--- config.mk ---
export PLATFORM = sky130hd
export DESIGN_NAME = decimal_score_entry
export DESIGN_NICKNAME = d
export VERILOG_FILES = /design/src/rtl/decimal_score_entry.sv
export SDC_FILE = /design/constraint.sdc
export NUM_CORES = 1
export LEC_CHECK = 0
export CELL_PAD_IN_SITES_DETAIL_PLACEMENT = 0
export CELL_PAD_IN_SITES_GLOBAL_PLACEMENT = 1
export CORE_MARGIN = 2
export CORE_UTILIZATION = 41
export DETAILED_ROUTE_END_ITERATION = 10
export GPL_TIMING_DRIVEN = 0
export PLACE_DENSITY_LB_ADDON = 0.1
export SETUP_SLACK_MARGIN = 0.15
export SLEW_MARGIN = 20
export SYNTH_ARGS = -nofsm -noshare
export SYNTH_HDL_FRONTEND = slang
export SYNTH_SLANG_ARGS = --single-unit
--- constraint.sdc ---
create_clock -name clock -period 7.8 [get_ports clock]
set_input_delay 1.56 -clock clock [delete_from_list [all_inputs] [get_ports clock]]
set_output_delay 1.56 -clock clock [all_outputs]
set_load 0.03 [all_outputs]
--- src/rtl/decimal_score_entry.sv ---
// Two-digit decimal entry: collects tens and ones digits on strobes, encodes them
// to binary, range-checks the result and offers it over a valid/ready handshake.
module decimal_score_entry #(
  parameter int WIDTH     = 6,
  parameter int MAX_VALUE = 34
) (
  input  logic             clock,
  input  logic             resetn,
  input  logic [3:0]       digit_in,
  input  logic             digit_strobe,
  input  logic             clear,
  input  logic             value_ready,
  output logic [WIDTH-1:0] value_out,
  output logic             value_valid,
  output logic             error,
  output logic [3:0]       tens_digit,
  output logic [3:0]       ones_digit
);

  localparam int SUM_W = 7;

  typedef enum logic [2:0] {
    S_WAIT_TENS,
    S_WAIT_ONES,
    S_CALC,
    S_HOLD,
    S_ERR
  } state_t;

  state_t state, state_nxt;

  logic [WIDTH-1:0] value_nxt;
  logic             valid_nxt;
  logic             error_nxt;
  logic [3:0]       tens_nxt;
  logic [3:0]       ones_nxt;
  logic [SUM_W-1:0] sum_c;

  function automatic logic digit_ok(input logic [3:0] d);
    return (d <= 4'd9);
  endfunction

  // t*10 + o using shifts only; 9*10+9 = 99 fits in 7 bits
  function automatic logic [SUM_W-1:0] digits_to_bin(input logic [3:0] t,
                                                     input logic [3:0] o);
    logic [SUM_W-1:0] tw;
    logic [SUM_W-1:0] ow;
    tw = {3'b000, t};
    ow = {3'b000, o};
    return (tw << 3) + (tw << 1) + ow;
  endfunction

  function automatic logic sum_legal(input logic [SUM_W-1:0] s);
    logic [31:0] s_ext;
    s_ext = {{(32 - SUM_W){1'b0}}, s};
    return (s_ext <= MAX_VALUE);
  endfunction

  function automatic logic [WIDTH-1:0] fit_width(input logic [SUM_W-1:0] s);
    return WIDTH'(s);
  endfunction

  assign sum_c = digits_to_bin(tens_digit, ones_digit);

  always_comb begin
    state_nxt = state;
    value_nxt = value_out;
    valid_nxt = value_valid;
    error_nxt = error;
    tens_nxt  = tens_digit;
    ones_nxt  = ones_digit;

    if (clear) begin
      // abort wins over everything, including a same-cycle strobe or transfer
      state_nxt = S_WAIT_TENS;
      value_nxt = '0;
      valid_nxt = 1'b0;
      error_nxt = 1'b0;
      tens_nxt  = 4'd0;
      ones_nxt  = 4'd0;
    end else begin
      unique case (state)
        S_WAIT_TENS: begin
          if (digit_strobe) begin
            if (digit_ok(digit_in)) begin
              tens_nxt  = digit_in;
              state_nxt = S_WAIT_ONES;
            end else begin
              error_nxt = 1'b1;
              state_nxt = S_ERR;
            end
          end
        end
        S_WAIT_ONES: begin
          if (digit_strobe) begin
            if (digit_ok(digit_in)) begin
              ones_nxt  = digit_in;
              state_nxt = S_CALC;
            end else begin
              error_nxt = 1'b1;
              state_nxt = S_ERR;
            end
          end
        end
        S_CALC: begin
          if (sum_legal(sum_c)) begin
            value_nxt = fit_width(sum_c);
            valid_nxt = 1'b1;
            state_nxt = S_HOLD;
          end else begin
            error_nxt = 1'b1;
            state_nxt = S_ERR;
          end
        end
        S_HOLD: begin
          // value_out stays frozen after the transfer until the next result
          if (value_ready) begin
            valid_nxt = 1'b0;
            tens_nxt  = 4'd0;
            ones_nxt  = 4'd0;
            state_nxt = S_WAIT_TENS;
          end
        end
        S_ERR: begin
          error_nxt = 1'b1;
        end
        default: begin
          state_nxt = S_WAIT_TENS;
        end
      endcase
    end
  end

  always_ff @(posedge clock or negedge resetn) begin
    if (!resetn) begin
      state       <= S_WAIT_TENS;
      value_out   <= '0;
      value_valid <= 1'b0;
      error       <= 1'b0;
      tens_digit  <= 4'd0;
      ones_digit  <= 4'd0;
    end else begin
      state       <= state_nxt;
      value_out   <= value_nxt;
      value_valid <= valid_nxt;
      error       <= error_nxt;
      tens_digit  <= tens_nxt;
      ones_digit  <= ones_nxt;
    end
  end

endmodule
==> run_results.csv <==
group,metric,value,unit
logic_synthesis,ys_ff_latch,19,
sta,rsz0062_at_grt,"no",
critical_path,cp_num_buf_inv,1,
clocking,cts_buffers,3,
critical_path,crit_chain,"clkdlybuf4s50_1",
global_routing,antenna_found_initial,0,
clocking,ctsHtreeMaxLevel,1,
critical_path,crit_type,"reg2out",
drt,ant_nets,0,
clocking,clock_latency,0.29,ns
layout,nNetsFinal,173,
sta,skew,0.00116,ns
drt,drc_errors,0,
drt,firstDrtPassIters,4,
drt,wl_per_cell,14.9,um
job,maxCapViolCount,0,
placed_design,numPortBuffers,24,
global_routing,overflow,0,
critical_path,crit_arrival,1.51,ns
die,rows,19,
logic_synthesis,syn_area,0.00122,mm^2
clocking,cts_setup_buffers,0,
clocking,cts_resized,0,
sta,fin_crit,3.07,ns
die,die_h,58.7,um
sta,timing.fmax,0.326,GHz
die,core-area,0.00281,mm^2
global_routing,grt_usage,17.5,%
sta,hold_violations,0,
logic_synthesis,synth.distinct_cells,39,
clocking,cts_tree,"built",
logic_synthesis,synth_cells,126,
critical_path,crit_family,"buffers and inverters",
die,io_pins,25,
critical_path,r2r_slack,5.01,ns
layout,drive_gt1_share,13.0,%
pwr,leakagePower,0.647,nW
critical_path,critPathMaxFanout,6,
clocking,cts_buffer_depth,2,
global_routing,grt_pass1_wl,4.53,mm
drt,wirelength,2.75,mm
die,die_area,0.00344,mm^2
sta,slew_viol_final,0,
critical_path,crit_required,6.24,ns
die,chipWidth,58.7,um
clocking,clk_pin_slew,0.11,ns
pwr,pwr_density_cell,161,mW/mm^2
global_routing,grt_max_degree,20,
worst_hold_path,hold_end,"value_valid$_DFFE_PN0P_",
sta,post-route-period-util,39.3,%
worst_hold_path,holdPathStages,2,
drt,viasPerCell,5.45,
critical_path,critical_path.max_stage_delay,0.72,ns
logic_synthesis,ys_warn_count,0,
drt,drt_iter0_drc,30,
global_routing,grt_pass1_vias,982,
drt,vias,1009,
clocking,cts_sinks,19,
sta,relSlewSlack,40.0,%
layout,area_growth,24.9,%
logic_synthesis,synth_fp_nets,144,
logic_synthesis,avgSynthCellArea,9.72,um^2
critical_path,cp-end-kind,"output pin",
run_status,status,"finished, final reports clean",
clocking,holdBufCountCts,0,
layout,antennaDiodeCount,0,
sta,whs,0.537,ns
clocking,clockRootBuffer,"clkbuf_4",
placed_design,gp_congestion,0.815,
worst_hold_path,hold_class,"reg2reg",
logic_synthesis,synth_seq_area_share,38.8,%
die,initial_core_util,43.7,%
worst_hold_path,worstHoldStart,"value_valid$_DFFE_PN0P_",
sta,tightestPinTransition,0.897,ns
critical_path,r2r-start,"tens_digit[0]$_DFFE_PN0P_",
critical_path,r2r-end,"value_out[4]$_DFFE_PN0P_",
critical_path,cp_num_cells,1,
critical_path,rr_worst_depth,8,
sta,setup_violations,0,
critical_path,crit_slowest_cell,"clkdlybuf4s50_1",
critical_path,critPathLaunchType,"register",
placed_design,dp_hpwl,2.13,mm
sta,fin_setup_tns,0,ns
pwr,peakVddDrop,0.0763,mV
## layout make-up
class                      instances  area [um^2]
fill                             274         1270
multi-input combinational         94          699
sequential                        19          475
timing repair buffer              24          240
inverter                          11         41.3
tap                               31         38.8
clock buffer                       4         26.3
buffer                             2         8.76
## power breakdown
group	total [mW]	switching, mW	internal [mW]
sequential	0.112	0.00736	0.104
combinational	0.0837	0.0477	0.0360
clock	0.0510	0.0311	0.0199
## metal layers
layer	GRT usage [%]	wire (um)	vias up
li1	-	-	501
met1	24.2	1340	477
met2	27.4	1270	29
met3	4.18	124	2
met4	5.19	19	0
met5	0	0	-
## cell families (layout without fill, tap and decap cells)
kind of cell               Yosys count  after routing  share of synthesized area [%]
and+or+nand+nor                     50             50                           22.4
AOI/OAI and AO/OA                   23             23                           13.0
xor gates and xnor gates             2              2                           2.04
muxes                               10             10                           9.30
buffers and inverters               13             41                           4.09
DFF                                 19             19                           38.8
adders and majority gates            9              9                           10.4
## synth_stat cells (all sizes together)
library cell   n  area (um^2)
a211oi         2         15.0
a21oi          6         33.8
a221oi         1         15.0
a22o           2         17.5
and2           4         25.0
and2b          1         7.51
and3           1         11.3
buf            1         5.00
clkbuf         1         3.75
clkinv         1         3.75
dfrtp         19          475
fa             2         40.0
ha             7         87.6
inv           10         37.5
mux2           8         90.1
mux2i          2         23.8
nand2         14         52.6
nand2b         4         25.0
nand3          5         25.0
nand4          3         18.8
nand4b         1         8.76
nor2          10         37.5
nor2b          1         6.26
nor3           3         26.3
nor3b          1         12.5
nor4           1         6.26
o211ai         1         7.51
o21a           1         7.51
o21ai          6         30.0
o21bai         1         7.51
o311ai         1         8.76
o31a           1         8.76
o31ai          1         7.51
or3b           1         11.3
xor2           2         25.0
## state kept, by name, indices dropped and copies added, names as in the netlist
name and flops:
error 1, ones_digit 4, state 3, tens_digit 4, value_out 6, value_valid 1
## placed cells by master, fill, tap and decap left out, types with 2 or more instances in the layout
cell type | synthesis | layout
nand3_1 | 5 | 5
o21ai_0 | 6 | 6
clkbuf_1 | 1 | 2
nor3_1 | 2 | 2
clkdlybuf4s50_1 | 0 | 24
nand2_1 | 14 | 14
clkbuf_4 | 0 | 3
nand4_1 | 3 | 3
nor2_1 | 10 | 10
a22o_1 | 2 | 2
ha_1 | 7 | 7
nand2b_1 | 4 | 4
mux2_2 | 8 | 8
fa_1 | 2 | 2
a211oi_1 | 2 | 2
and2_1 | 4 | 4
a21oi_1 | 5 | 5
inv_1 | 10 | 10
dfrtp_1 | 19 | 19
## stage by stage
step	power, mW	std cells	util (%)	setup WS (ns)	instance area [um^2]
2_1_floorplan	0.168	126	-	5.08	1220
4_1_cts	0.249	185	54.5	4.70	1530
6_report	0.246	185	54.5	4.73	1530
5_1_grt	0.262	185	54.5	4.66	1530
3_3_place_gp	0.196	181	53.6	4.47	1500
3_5_place_dp	0.197	181	53.6	4.50	1500
## worst max-delay path by stage
stage	endpoint	slack (ns)	start
global placement	tens_digit[1]$_DFFE_PN0P_	4.47	digit_in[2]
global route	tens_digit[3]	4.66	tens_digit[3]$_DFFE_PN0P_
finish	tens_digit[3]	4.73	tens_digit[3]$_DFFE_PN0P_
CTS	tens_digit[3]	4.70	tens_digit[3]$_DFFE_PN0P_
floorplan	tens_digit[0]$_DFFE_PN0P_	5.08	digit_in[2]
detailed placement	tens_digit[1]$_DFFE_PN0P_	4.50	digit_in[2]
(Power assumes the default switching activity.)
